**config.mk**
```make
export PLATFORM = sky130hd
export DESIGN_NAME = imem_fetch_ctrl
export DESIGN_NICKNAME = d
export VERILOG_FILES = /design/src/rtl/rv32i_pkg.sv /design/src/rtl/fetch_fifo.sv /design/src/rtl/imem_fetch_ctrl.sv
export SDC_FILE = /design/constraint.sdc
export NUM_CORES = 1
export LEC_CHECK = 0
export ABC_AREA = 1
export BUFFER_PORTS_ARGS = -buffer_cell sky130_fd_sc_hd__buf_2
export CORE_AREA = 3 3 117 232
export CTS_BUF_LIST = sky130_fd_sc_hd__clkbuf_16
export CTS_CLUSTER_DIAMETER = 150
export DETAILED_ROUTE_END_ITERATION = 10
export DIE_AREA = 0 0 120 235
export PLACE_DENSITY = 0.64
export SLEW_MARGIN = 20
export SYNTH_ARGS = -nofsm -noshare
export SYNTH_HDL_FRONTEND = slang
export SYNTH_HIERARCHICAL = 1
export SYNTH_SLANG_ARGS = --single-unit
```
**constraint.sdc**
```tcl
create_clock -name clk -period 10.1 [get_ports clk]
set_clock_uncertainty 0.15 [all_clocks]
set_input_delay 0 -clock clk [delete_from_list [all_inputs] [get_ports clk]]
set_output_delay 0 -clock clk [all_outputs]
set_load 0.005 [all_outputs]
```
**src/rtl/rv32i_pkg.sv**
```systemverilog
// rv32i_pkg: shared RV32I widths, constants and fetch FSM state type.
package rv32i_pkg;
    localparam int XLEN = 32;
    localparam int ILEN = 32;
    localparam logic [ILEN-1:0] INSTR_NOP = 32'h0000_0013;
    localparam logic [XLEN-1:0] DEFAULT_RESET_VECTOR = 32'h0000_0000;
    typedef enum logic {RUN, FAULT} fetch_state_e;
endpackage

```
**src/rtl/fetch_fifo.sv**
```systemverilog
// fetch_fifo: synchronous FIFO with flush; head holds its last value while empty.
module fetch_fifo #(
    parameter int WIDTH = 64,
    parameter int DEPTH = 2,
    localparam int CW = $clog2(DEPTH + 1),
    localparam int PW = DEPTH > 1 ? $clog2(DEPTH) : 1
) (
    input  logic             clk,
    input  logic             rst,
    input  logic             push,
    input  logic             pop,
    input  logic             flush,
    input  logic [WIDTH-1:0] din,
    output logic [WIDTH-1:0] head,
    output logic [CW-1:0]    count
);
    logic [WIDTH-1:0] mem_q [DEPTH];
    logic [WIDTH-1:0] last_q, last_d;
    logic [PW-1:0]    wr_q, wr_d, rd_q, rd_d;
    logic [CW-1:0]    count_q, count_d;

    function automatic logic [PW-1:0] inc(input logic [PW-1:0] p);
        return p == PW'(DEPTH - 1) ? '0 : p + 1'b1;
    endfunction

    always_comb begin
        wr_d    = flush ? '0 : push ? inc(wr_q) : wr_q;
        rd_d    = flush ? '0 : pop ? inc(rd_q) : rd_q;
        count_d = flush ? '0 : count_q + CW'(push) - CW'(pop);
        head    = count_q != '0 ? mem_q[rd_q] : last_q;
        last_d  = head;
    end

    always_ff @(posedge clk) begin
        if (rst) begin
            wr_q    <= '0;
            rd_q    <= '0;
            count_q <= '0;
            last_q  <= '0;
        end else begin
            wr_q    <= wr_d;
            rd_q    <= rd_d;
            count_q <= count_d;
            last_q  <= last_d;
        end
    end

    always_ff @(posedge clk) begin
        if (push && !flush)
            mem_q[wr_q] <= din;
    end

    assign count = count_q;
endmodule

```
**src/rtl/imem_fetch_ctrl.sv**
```systemverilog
// imem_fetch_ctrl: owns the fetch PC, buffers {pc,instr} toward decode, handles redirects
// and the sticky misaligned-redirect fault.
module imem_fetch_ctrl
    import rv32i_pkg::*;
#(
    parameter logic [XLEN-1:0] RESET_VECTOR = DEFAULT_RESET_VECTOR,
    parameter int              DEPTH        = 2
) (
    input  logic            clk,
    input  logic            rst,
    output logic [XLEN-1:0] imem_a,
    input  logic [ILEN-1:0] imem_rd,
    input  logic            redirect_valid,
    input  logic [XLEN-1:0] redirect_pc,
    output logic            out_valid,
    input  logic            out_ready,
    output logic [XLEN-1:0] out_pc,
    output logic [ILEN-1:0] out_instr,
    output logic            fault,
    output logic [XLEN-1:0] fault_pc
);
    localparam int CW = $clog2(DEPTH + 1);

    fetch_state_e          state_q, state_d;
    logic [XLEN-1:0]       fpc_q, fpc_d, fault_pc_q, fault_pc_d;
    logic [CW-1:0]         count;
    logic [XLEN+ILEN-1:0]  head;
    logic                  pop, push, aligned;

    // Redirect outranks everything: it flushes, cancels any pop and blocks the push.
    always_comb begin
        aligned    = redirect_pc[1:0] == 2'b00;
        pop        = out_valid & out_ready;
        push       = (state_q == RUN) & ~redirect_valid & ((count < CW'(DEPTH)) | pop);
        fpc_d      = redirect_valid ? (aligned ? redirect_pc : fpc_q) : push ? fpc_q + 32'd4 : fpc_q;
        state_d    = redirect_valid ? (aligned ? RUN : FAULT) : state_q;
        fault_pc_d = redirect_valid && !aligned ? redirect_pc : fault_pc_q;
    end

    always_ff @(posedge clk) begin
        if (rst) begin
            state_q    <= RUN;
            fpc_q      <= RESET_VECTOR;
            fault_pc_q <= '0;
        end else begin
            state_q    <= state_d;
            fpc_q      <= fpc_d;
            fault_pc_q <= fault_pc_d;
        end
    end

    fetch_fifo #(.WIDTH(XLEN + ILEN), .DEPTH(DEPTH)) u_fifo (
        .clk   (clk),
        .rst   (rst),
        .push  (push),
        .pop   (pop & ~redirect_valid),
        .flush (redirect_valid),
        .din   ({fpc_q, imem_rd}),
        .head  (head),
        .count (count)
    );

    assign imem_a    = fpc_q;
    assign out_valid = count != '0;
    assign out_pc    = head[XLEN+ILEN-1:ILEN];
    assign out_instr = head[ILEN-1:0];
    assign fault     = state_q == FAULT;
    assign fault_pc  = fault_pc_q;
endmodule
```
# Word-level counts from Yosys, hierarchy flattened
# Memory sizes are Yosys's and may differ from the RTL's. A register that Yosys moved wholly into a read port is not among the register bits.
# Index checks and enable logic that the tools add are counted.
# Widths: inputs -> output; s select.
# op_classes
bitwise,7
n_reduce_logical,9
n_lt_le_gt_ge,1
mux,11
eq_ne,1
addsub,5
# ops
cell,n
$mux 32,3
$mux 64,1
$add 32x3->32 const B,1
$mux 1,7
$and 1x1->1,4
$reduce_bool 2->1,2
$add 1x1->1 const B,2
$add 2x1->2,1
$logic_and 1x1->1,2
$logic_not 1->1,2
$logic_not 2->1,1
$lt 2x2->1 const B,1
$ne 2x1->1 const B,1
$not 1->1,2
$reduce_and 2->1,1
$reduce_or 2->1,1
$sub 2x1->2,1
$or 1x1->1,1
# totals
mem_bits_rw,128
input_bits,68
memories,1
regBits,133
elab_cells,42
out_inout_bits,130
# mem_list
memory,depth,word_bits,rd,rd_ports_with_merged_regs,write_ports,line_no,rtl
u_fifo.mem_q,2,64,1,1,1,fetch_fifo.sv:17,logic [WIDTH-1:0] mem_q [DEPTH];

# Depth between registers and ports, before layout
# logic_depth
depth_word,7
mapped_depth,11
ltp_nobuf,10

# By module
# The synthesis kept the hierarchy.
# by_module_without_submodules
module,n_inst,seq_area_each_um2,area_per_inst_um2,cells_per_inst
fetch_fifo,1,5225.0,7626.1,770
imem_fetch_ctrl,1,1301.2,3569.7,528

# Least setup slack after synthesis
# No wires, ideal clock.
# synth_timing
kind,register to register
start,reg state_q (netlist: fault)
end,mem u_fifo.mem_q[1][0] (enable)
stages_incl_launch_ff,6
period_less_slack_ps,5690
setup_ps,565
slack_ps,4410
t_required_ps,9385
arrival_ps,4974
path_buffers,0
path_cell_list,dfxtp_1 -> nor2_2 -> o21ai_2 -> inv_1 -> inv_1 -> nor3_1
# synth_between
elab_chain_len,6
# synth_rtl
element,line_no,rtl
"start, declared",imem_fetch_ctrl.sv:24,"fetch_state_e state_q, state_d;"
"start signal, assigned",imem_fetch_ctrl.sv:46,state_q <= state_d;
$not 1->1,imem_fetch_ctrl.sv:34,push = (state_q == RUN) & ~redirect_valid & ((count < CW'(DEPTH)) | pop);
$and 1x1->1 (2 in series),imem_fetch_ctrl.sv:34,
via push,imem_fetch_ctrl.sv:28,"logic pop, push, aligned;"
$logic_and 1x1->1,fetch_fifo.sv:49,if (push && !flush)
$mux 1,fetch_fifo.sv:49,
$mux 1 (not written as such),fetch_fifo.sv:50,mem_q[wr_q] <= din;
"end, declared",fetch_fifo.sv:17,
# The timed path passes the listed nets, and every way through them passes these cells.

# Worst setup path after layout
# layout_timing
start,reg u_fifo.count_q[1] (netlist: u_fifo/count[1])
end,out out_pc[26]
# layout_between
elab_chain_len,2
# layout_rtl
element,line_no,rtl
"start, declared",fetch_fifo.sv:20,"logic [CW-1:0] count_q, count_d;"
"start signal, assigned",fetch_fifo.sv:43,count_q <= count_d;
$reduce_bool 2->1,fetch_fifo.sv:30,head = count_q != '0 ? mem_q[rd_q] : last_q;
$mux 64,fetch_fifo.sv:30,
"end, declared",imem_fetch_ctrl.sv:17,"output logic [XLEN-1:0] out_pc,"
# Every way passes these cells.

==> impl_metrics.ini <==
[sta]
setup_viol = 0
relSlewSlack_pct = 37.3
min_period_ns = 3.01
drv_slew = 0
tns_ns = 0
rsz0062_at_grt = false
worst_pin_slew_ns = 0.940
period_share_pct = 29.8
fmax_ghz = 0.332
hold_viol = 0

[final_layout]
diodes = 0
post_layout_nonfiller_instances = 1911
multiInputGateArea_sq_mm = 0.00362
syn2layout_area_growth_pct = 24.7
layout-drive-gt1-share_pct = 19.1
fillers = 2420
nets = 1624
seqCellArea_sq_mm = 0.00653
utilization_pct = 54.4
final_cell_area_sq_mm = 0.0140

[power_and_ir_drop]
peakVddDrop_v = 0.000139
p_leak_nw = 6.55
power_density_mw_per_mm2 = 177
power.total_w = 0.00247

[clock_tree]
clockBufferDepth = 3
clk_pin_slew_ns = 0.07
cts_setup_buffers = 0
insertion_delay_ns = 0.53
cts-root-buf = clkbuf_16
cts_max_level = 1
cts_tree = done
ctsResizeCount = 0
ctsHoldBuffers = 81
cts_sinks = 262
cts_made_buffers = 24

[setup_path]
required_ns = 9.95
start_kind = flop
critPathMaxFanout = 65
critPathKind = flop to output pin
cp-end-kind = output pin
arrival_ns = 2.86

[synth]
synthCells = 1298
synth_compound_area_share_pct = 5.86
synthXorXnorAreaFrac_pct = 0.156
syn-cell-area_sq_mm = 0.0112
synth_simple_gate_area_share_pct = 25.8
yosys_warnings = 6
synthAdderAreaFrac_pct = 0.335
syn_area_per_cell_sq_um = 8.63
syn_nets = 1369
ys_seq_area_share_pct = 58.3
synth-seq-cells = 262
ys_types = 31
muxShareOfSynthArea_pct = 0
synth_top_family_by_area = simple AND/OR/NAND/NOR gates

[placement]
placed_cell_area_sq_mm = 0.0123
io_buffers = 197
hpwlAfterDp_microns = 18200
dp.cells = 1786
gp_congestion = 0.796

[global_routing]
grt_usage_pct = 19.8
grt_overflow = 0
grt_first_pass_wirelength_microns = 45400
antenna_found_initial = 0
grt_max_degree = 69
grt_pass1_vias = 8953

[floorplanning]
die_height_microns = 235
io-pin-count = 198
die_x_microns = 120
num_rows = 83
die_area_sq_mm = 0.0282
initial_core_util_pct = 43.6
core_area_sq_mm = 0.0257

[min_path]
min_path_type = input pin to flop

[route]
routed_wl_microns = 28400
drt_iter0_drc = 410
wl_per_cell_microns = 14.8
drcViolationCount = 0
vias = 9102
drtAntennaViolNets = 0
avgViaCountPerCell = 4.76
dr.pass1.iters = 5

[run_status]
status = completed

[job]
cap_violations = 0
worst max-delay path, cell delays in order, from the launching register on:
cell     delay (ns)
dfxtp_1        0.36
nor2_4         0.09
buf_4          0.58
inv_2          0.41
buf_4          0.41
nand3_1        0.13
nand2_1        0.07
inv_1          0.11
buf_2          0.13
state kept, by name (all words and copies together), names as in the netlist, named ones only:
register,cells
u_fifo/count,2
imem_a,32
u_fifo/last_q,64
u_fifo/mem_q,128
fault_pc,32
u_fifo/rd_q,1
fault,1
u_fifo/wr_q,1
final timing paths:
| check | startpoint | endpoint | slack (ns) | cells after the start |
|---|---|---|---|---|
| worst max-delay path | u_fifo/count[1] | out_pc[26] | 7.09 | 8 |
| worst min-delay path | imem_rd[25] | u_fifo/mem_q[1][25] | 0.05 | 2 |
| worst max register to register | u_fifo/count[1] | u_fifo/last_q[36] | 7.64 | 7 |
| worst min register to register | fault_pc[18] | fault_pc[18] | 0.31 | 2 |
kinds of logic after synthesis:
| family | after synthesis |
|---|---|
| flops | 262 |
| fa+ha+maj | 3 |
| compound gates | 112 |
| buf+inv | 239 |
| simple gates | 680 |
| xor+xnor | 2 |
layout by cell type (no fill, tap or decap), drive strengths merged, types with 5 or more instances in the layout:
cell / Yosys / layout
a211oi: 10 / 10
a21oi: 63 / 63
buf: 44 / 206
bufinv: 0 / 5
clkbuf: 14 / 25
clkinv: 0 / 11
dfxtp: 134 / 134
dlygate4sd3: 0 / 81
edfxtp: 128 / 128
inv: 181 / 183
nand2: 429 / 429
nand3: 93 / 93
nor2: 150 / 150
nor3: 7 / 7
o211ai: 6 / 6
o21ai: 28 / 28
metal layers:
metal  wire length [microns]  global-route usage [%]  vias up
li1                        -                       -     4586
met1                   10700                    21.3     4256
met2                   15600                    38.6      204
met3                    1170                    2.31       56
met4                     832                    7.23        0
met5                       0                       0        -
area by class of cell:
cell class / instances / share of cell area [%]
multi-input cells: 797 / 25.9
flip-flops and latches: 262 / 46.7
clock inverters: 19 / 1.59
clock buffers: 25 / 4.48
repair buffers: 287 / 13.4
well taps: 340 / 3.05
inverters: 181 / 4.87
metrics by stage:
stage / hold slack (ns) / setup slack [ns]
floorplan: -0.0511 / 4.41
global placement: 0.0386 / 7.60
detailed placement: 0.0423 / 7.60
CTS: 0.0334 / 7.02
global route: 0.0464 / 6.85
finish: 0.0515 / 7.09
Yosys cell counts (all sizes together):
| library cell | count | area [sq um] |
|---|---|---|
| o31ai | 3 | 22.5 |
| nor3 | 7 | 35.0 |
| a31oi | 2 | 12.5 |
| o21ai | 28 | 144 |
| ha | 3 | 37.5 |
| nand2 | 429 | 1660 |
| clkbuf | 14 | 52.6 |
| nor2 | 150 | 708 |
| and2 | 1 | 6.26 |
| buf | 44 | 334 |
| o211ai | 6 | 45.0 |
| xnor2 | 2 | 17.5 |
| edfxtp | 128 | 3840 |
| inv | 181 | 679 |
| a21oi | 63 | 357 |
| dfxtp | 134 | 2680 |
| nand3 | 93 | 480 |
| a211oi | 10 | 75.1 |
where the power goes:
group	internal (W)	leakage, nW	total [W]	switching, W
combinational	0.000120	3.86	0.000291	0.000170
clock	0.000578	0.418	0.000972	0.000394
sequential	0.00117	2.27	0.00120	0.0000334
(Power assumes the default switching activity.)
